$ cat src/rtl/pipe_stage_reg.sv
// pipe_stage_reg: parametrised pipeline stage register with valid/ready
// handshake, synchronous flush, saturating drop counter and an optional
// 2-entry skid buffer that registers in_ready.
module pipe_stage_reg #(
   parameter int unsigned      WIDTH       = 32,
   parameter logic [WIDTH-1:0] RESET_VALUE = '0,
   parameter bit               SKID        = 1'b1,
   parameter int unsigned      CNT_W       = 16
) (
   input  logic             clk,
   input  logic             reset,
   input  logic             flush,
   input  logic             in_valid,
   output logic             in_ready,
   input  logic [WIDTH-1:0] in_data,
   output logic             out_valid,
   input  logic             out_ready,
   output logic [WIDTH-1:0] out_data,
   output logic [1:0]       occupancy,
   output logic [CNT_W-1:0] drop_count
);

   localparam logic [CNT_W-1:0] CNT_MAX = '1;

   logic accept;
   logic pop;

   assign accept = in_valid && in_ready;
   assign pop    = out_valid && out_ready;

   generate
      if (SKID) begin : g_skid
         // State encoding equals the number of held entries.
         localparam logic [1:0] ST_EMPTY = 2'd0;
         localparam logic [1:0] ST_ONE   = 2'd1;
         localparam logic [1:0] ST_FULL  = 2'd2;

         logic [1:0]       state_q, state_d;
         logic [WIDTH-1:0] main_q, main_d;
         logic [WIDTH-1:0] skid_q, skid_d;
         logic             in_ready_q;

         // Next-state and datapath selection; flush wins over accept/pop.
         always_comb begin
            state_d = state_q;
            main_d  = main_q;
            skid_d  = skid_q;
            case (state_q)
               ST_EMPTY: begin
                  if (accept) begin
                     state_d = ST_ONE;
                     main_d  = in_data;
                  end
               end
               ST_ONE: begin
                  if (accept && !pop) begin
                     state_d = ST_FULL;
                     skid_d  = in_data;
                  end else if (pop && !accept) begin
                     state_d = ST_EMPTY;
                  end else if (accept && pop) begin
                     main_d  = in_data;
                  end
               end
               ST_FULL: begin
                  if (pop) begin
                     state_d = ST_ONE;
                     main_d  = skid_q;
                  end
               end
               default: state_d = ST_EMPTY;
            endcase
            if (flush) begin
               state_d = ST_EMPTY;
               main_d  = RESET_VALUE;
            end
         end

         // Controlled state; in_ready is registered from the next state so
         // out_ready never reaches in_ready combinationally.
         always_ff @(posedge clk) begin
            if (reset) begin
               state_q    <= ST_EMPTY;
               main_q     <= RESET_VALUE;
               in_ready_q <= 1'b0;
            end else begin
               state_q    <= state_d;
               main_q     <= main_d;
               in_ready_q <= (state_d != ST_FULL);
            end
         end

         // Skid payload is only meaningful in FULL, so it needs no reset.
         always_ff @(posedge clk) begin
            skid_q <= skid_d;
         end

         assign in_ready  = in_ready_q;
         assign out_valid = (state_q != ST_EMPTY);
         assign out_data  = main_q;
         assign occupancy = state_q;
      end else begin : g_single
         logic             valid_q, valid_d;
         logic [WIDTH-1:0] main_q, main_d;

         // Load on accept, drain on pop without accept; flush empties.
         always_comb begin
            valid_d = valid_q;
            main_d  = main_q;
            if (accept) begin
               valid_d = 1'b1;
               main_d  = in_data;
            end else if (pop) begin
               valid_d = 1'b0;
            end
            if (flush) begin
               valid_d = 1'b0;
               main_d  = RESET_VALUE;
            end
         end

         // Single holding register.
         always_ff @(posedge clk) begin
            if (reset) begin
               valid_q <= 1'b0;
               main_q  <= RESET_VALUE;
            end else begin
               valid_q <= valid_d;
               main_q  <= main_d;
            end
         end

         assign in_ready  = !reset && (!valid_q || out_ready);
         assign out_valid = valid_q;
         assign out_data  = main_q;
         assign occupancy = {1'b0, valid_q};
      end
   endgenerate

   // Drop accounting: entries held minus the one popped, plus the one
   // accepted in the flush cycle. Two guard bits keep the sum exact.
   logic [2:0]       drop_inc;
   logic [CNT_W+1:0] drop_sum;
   logic [CNT_W-1:0] drop_count_q, drop_count_d;

   // Saturating increment of the drop counter on flush.
   always_comb begin
      drop_inc     = 3'(occupancy) - 3'(pop) + 3'(accept);
      drop_sum     = (CNT_W+2)'(drop_count_q) + (CNT_W+2)'(drop_inc);
      drop_count_d = drop_count_q;
      if (flush) begin
         if (drop_sum > (CNT_W+2)'(CNT_MAX)) begin
            drop_count_d = CNT_MAX;
         end else begin
            drop_count_d = drop_sum[CNT_W-1:0];
         end
      end
   end

   // Drop counter register.
   always_ff @(posedge clk) begin
      if (reset) begin
         drop_count_q <= '0;
      end else begin
         drop_count_q <= drop_count_d;
      end
   end

   assign drop_count = drop_count_q;

endmodule

$ cat config.mk
export PLATFORM = sky130hd
export DESIGN_NAME = pipe_stage_reg
export DESIGN_NICKNAME = d
export VERILOG_FILES = /design/src/rtl/pipe_stage_reg.sv
export SDC_FILE = /design/constraint.sdc
export NUM_CORES = 1
export LEC_CHECK = 0
export BUFFER_PORTS_ARGS = -buffer_cell sky130_fd_sc_hd__buf_2
export CAP_MARGIN = 5
export CORE_ASPECT_RATIO = 0.75
export CORE_MARGIN = 10
export CORE_UTILIZATION = 41
export DETAILED_ROUTE_END_ITERATION = 8
export MAX_ROUTING_LAYER = met4
export PLACE_DENSITY = 0.67
export SYNTH_ARGS = -nofsm -noshare
export SYNTH_HDL_FRONTEND = slang
export SYNTH_SLANG_ARGS = --single-unit
$ cat constraint.sdc
create_clock -name clk -period 3.3 [get_ports clk]
set_clock_uncertainty 0.05 [all_clocks]
set_input_delay 0.66 -clock clk [delete_from_list [all_inputs] [get_ports clk]]
set_output_delay 0.66 -clock clk [all_outputs]
set_load 0.02 [all_outputs]
==> results.py <==
metrics = {
    "outcome": {
        "status": "complete, no violations",
    },
    "drt": {
        "drc": 0,
        "drt_pass1_iterations": 4,
        "avgViaCountPerCell": 5.07,
        "via_count": 2624,
        "totalWireLength_um": 8250,
        "drt_iter0_drc": 136,
        "antenna_left": 0,
        "wl_per_cell_um": 15.9,
    },
    "timing": {
        "setup_viol": 0,
        "slew_headroom": 0.521,
        "period_minus_slack_ns": 3.09,
        "fmax_mhz": 323,
        "finalCritPeriodShare": 0.938,
        "fin_setup_tns_ns": 0,
        "tightest_slew_ns": 0.719,
        "slew_viol_final": 0,
        "setup_ws_ns": 0.206,
        "hold_viol": 0,
        "rsz0062_at_grt": "no",
        "whs_ns": 0.443,
    },
    "final_layout": {
        "area_growth_syn_to_layout_pct": 25.5,
        "nNetsFinal": 450,
        "diodes": 0,
        "drive_gt1_frac": 0.332,
        "finish.instance_area_um2": 4420,
        "fillers": 785,
    },
    "synthesis": {
        "avgSynthCellArea_um2": 11.4,
        "syn_area_um2": 3520,
        "ys.flop_type": "dfxtp_1",
        "synth.ff_latch_count": 83,
        "synthArstFlopShare": 0,
        "syn_inst": 310,
        "netlist-cell-type-count": 46,
        "ys_seq_area_frac": 0.563,
        "synth_edf_count": 32,
        "yosysWarnings": 0,
        "synth_nets": 355,
    },
    "pwr": {
        "p_comb_frac": 0.093,
        "switching_share": 0.234,
        "p_int_mw": 1.73,
        "ir_drop_v": 0.000366,
        "total_power_mw": 2.26,
        "p_leak_nw": 1.73,
        "pwr-share-seq": 0.490,
        "p_switching_mw": 0.528,
        "p_per_area_nw_per_um2": 512,
        "clock_power_share": 0.417,
    },
    "place": {
        "dp_slack_ns": -0.171,
        "port_buffers": 88,
        "hpwl_um": 5870,
        "place_area_um2": 4130,
        "place.gp.congestion": 0.853,
    },
    "clock_tree": {
        "cts_setup_buffers": 0,
        "cts_made_buffers": 9,
        "cts_buffer_depth": 2,
        "htree_levels": 3,
        "cts_sinks": 83,
        "hold_buffers": 0,
        "tritoncts": "done",
        "clockRootBuffer": "clkbuf_16",
        "clk_pin_slew_ns": 0.06,
        "clock_latency_ns": 0.33,
    },
    "worst_setup_path": {
        "critPathLaunchType": "input pin",
        "critPathKind": "input pin to register",
        "path_max_fanout": 5,
        "crit_chain": "buf_2 > nand2_1 > inv_1 > ha_1 > inv_1 > ha_1 > fa_1 > inv_1 > fa_2 > nor2b_2 > o2111ai_4 > nor2_4 > nor3_1 > a2111oi_2",
        "cpPeakStageDelay_ns": 0.50,
        "end_kind": "register",
        "crit_slowest_cell": "fa_1",
        "crit_top_cell": "inv_1",
        "critPathBufInv": 4,
        "cp.arrival_ns": 3.27,
        "worstPathRequired_ns": 3.47,
        "path_delay_family": "adder cells",
    },
    "global_route": {
        "grt_pass1_wl_um": 13300,
        "grt_overflow_total": 0,
        "antenna_found_initial": 0,
        "grt_use_total": 0.133,
        "grt_max_degree": 65,
        "grt_pass1_vias": 2628,
    },
    "floorplanning": {
        "die_area_um2": 12700,
        "io_pins": 89,
        "fp.dieH_um": 100,
        "start_util": 0.418,
        "rows": 29,
        "coreArea_um2": 8420,
        "die_w_um": 127,
    },
    "min_path": {
        "hold_path.class": "register to register",
    },
    "job": {
        "maxCapViolations": 0,
    },
}
cell usage after synthesis, drive strengths merged (2+ instances only):
cell type	number	share of area
o2111ai	2	0.010
nand2	8	0.0085
a21oi	5	0.0071
clkbuf	9	0.011
nor2	53	0.059
buf	11	0.022
dfxtp	51	0.29
nand3	5	0.0071
o21bai	3	0.0064
and3	4	0.0075
a311oi	2	0.0085
nor4	3	0.0053
a31oi	7	0.012
a211oi	36	0.078
edfxtp	32	0.27
mux2i	33	0.094
or2	4	0.0071
nor3	8	0.011
ha	6	0.021
inv	10	0.011
fa	2	0.011
cell type report:
class                   instances  area (um2)  area share
clock buffers                  13         262      0.0592
clock inverters                 3        22.5     0.00510
well taps                     108         135      0.0306
multi-input cells             197        1400       0.317
repair buffers                104         573       0.130
inverters                      10        37.5     0.00850
flip-flops and latches         83        1980       0.449
per-stage QoR:
stage               instances  utilization
finish                    518        0.525
CTS                       518        0.524
global route              518        0.525
floorplan                 310            -
global placement          502        0.490
detailed placement        502        0.490
power groups by stage:
| stage | sequential, mW | combinational [mW] | clock (mW) |
|---|---|---|---|
| 2_1_floorplan | 1.15 | 0.108 | 0 |
| 3_3_place_gp | 1.13 | 0.209 | 0 |
| 3_5_place_dp | 1.13 | 0.214 | 0 |
| 4_1_cts | 1.11 | 0.215 | 0.967 |
| 5_1_grt | 1.11 | 0.234 | 1.02 |
| 6_report | 1.11 | 0.211 | 0.942 |
kinds of logic after synthesis:
kind of cell,after synthesis,share of synthesized area
AND/OR/NAND/NOR,91,0.120
buffers and inverters,30,0.0430
multiplexers,33,0.0939
flip-flops,83,0.563
adder cells (fa/ha/maj),8,0.0327
XOR/XNOR,2,0.00498
AO/OA/AOI/OAI,63,0.142
registers in the layout (all words and copies together), names as in the netlist:
signal and cells:
g_skid.skid_q 32, drop_count 16, in_ready 1, out_data 32, occupancy 2
worst reg2reg max path, delay by kind of cell (launching register included):
| family | cells | cell delay (ns) |
|---|---|---|
| flops | 1 | 0.32 |
| compound gates | 2 | 0.48 |
| simple gates | 5 | 0.65 |
| buf+inv | 2 | 0.11 |
| fa+ha+maj | 4 | 1.30 |
cell usage in the layout (no fill, tap or decap), types with 3 or more instances in the layout:
| cell | instances |
|---|---|
| a211oi_1 | 35 |
| a21oi_1 | 5 |
| a31oi_1 | 7 |
| and3_1 | 3 |
| buf_2 | 88 |
| buf_4 | 15 |
| clkbuf_1 | 3 |
| clkbuf_16 | 10 |
| dfxtp_1 | 49 |
| edfxtp_1 | 32 |
| ha_1 | 6 |
| inv_1 | 10 |
| mux2i_1 | 33 |
| nand2_1 | 8 |
| nand3_1 | 5 |
| nor2_1 | 51 |
| nor3_1 | 8 |
| nor4_1 | 3 |
| o21bai_1 | 3 |
timing repair:
item,4_1_cts,5_1_grt
gates resized for setup,0,1
endpoints found under the hold margin,0,0
setup endpoints to repair,0,1
per-layer routing:
layer  vias to the layer above  GRT usage  wire length (um)
met5                         -          -                 0
met4                         0     0.0445                96
met3                         7     0.0421               400
met2                        53      0.201              3870
met1                      1230      0.164              3880
li1                       1334          -                 -
worst paths after layout:
kind,startpoint,endpoint,slack [ns],cells past startpoint
min reg2reg,out_data[26],out_data[26],0.44,2
max reg2reg,occupancy[0],drop_count[9],0.29,13
min,out_data[26],out_data[26],0.44,2
max,in_valid,drop_count[9],0.21,14
No activity file was read; power rests on OpenSTA's default activity.
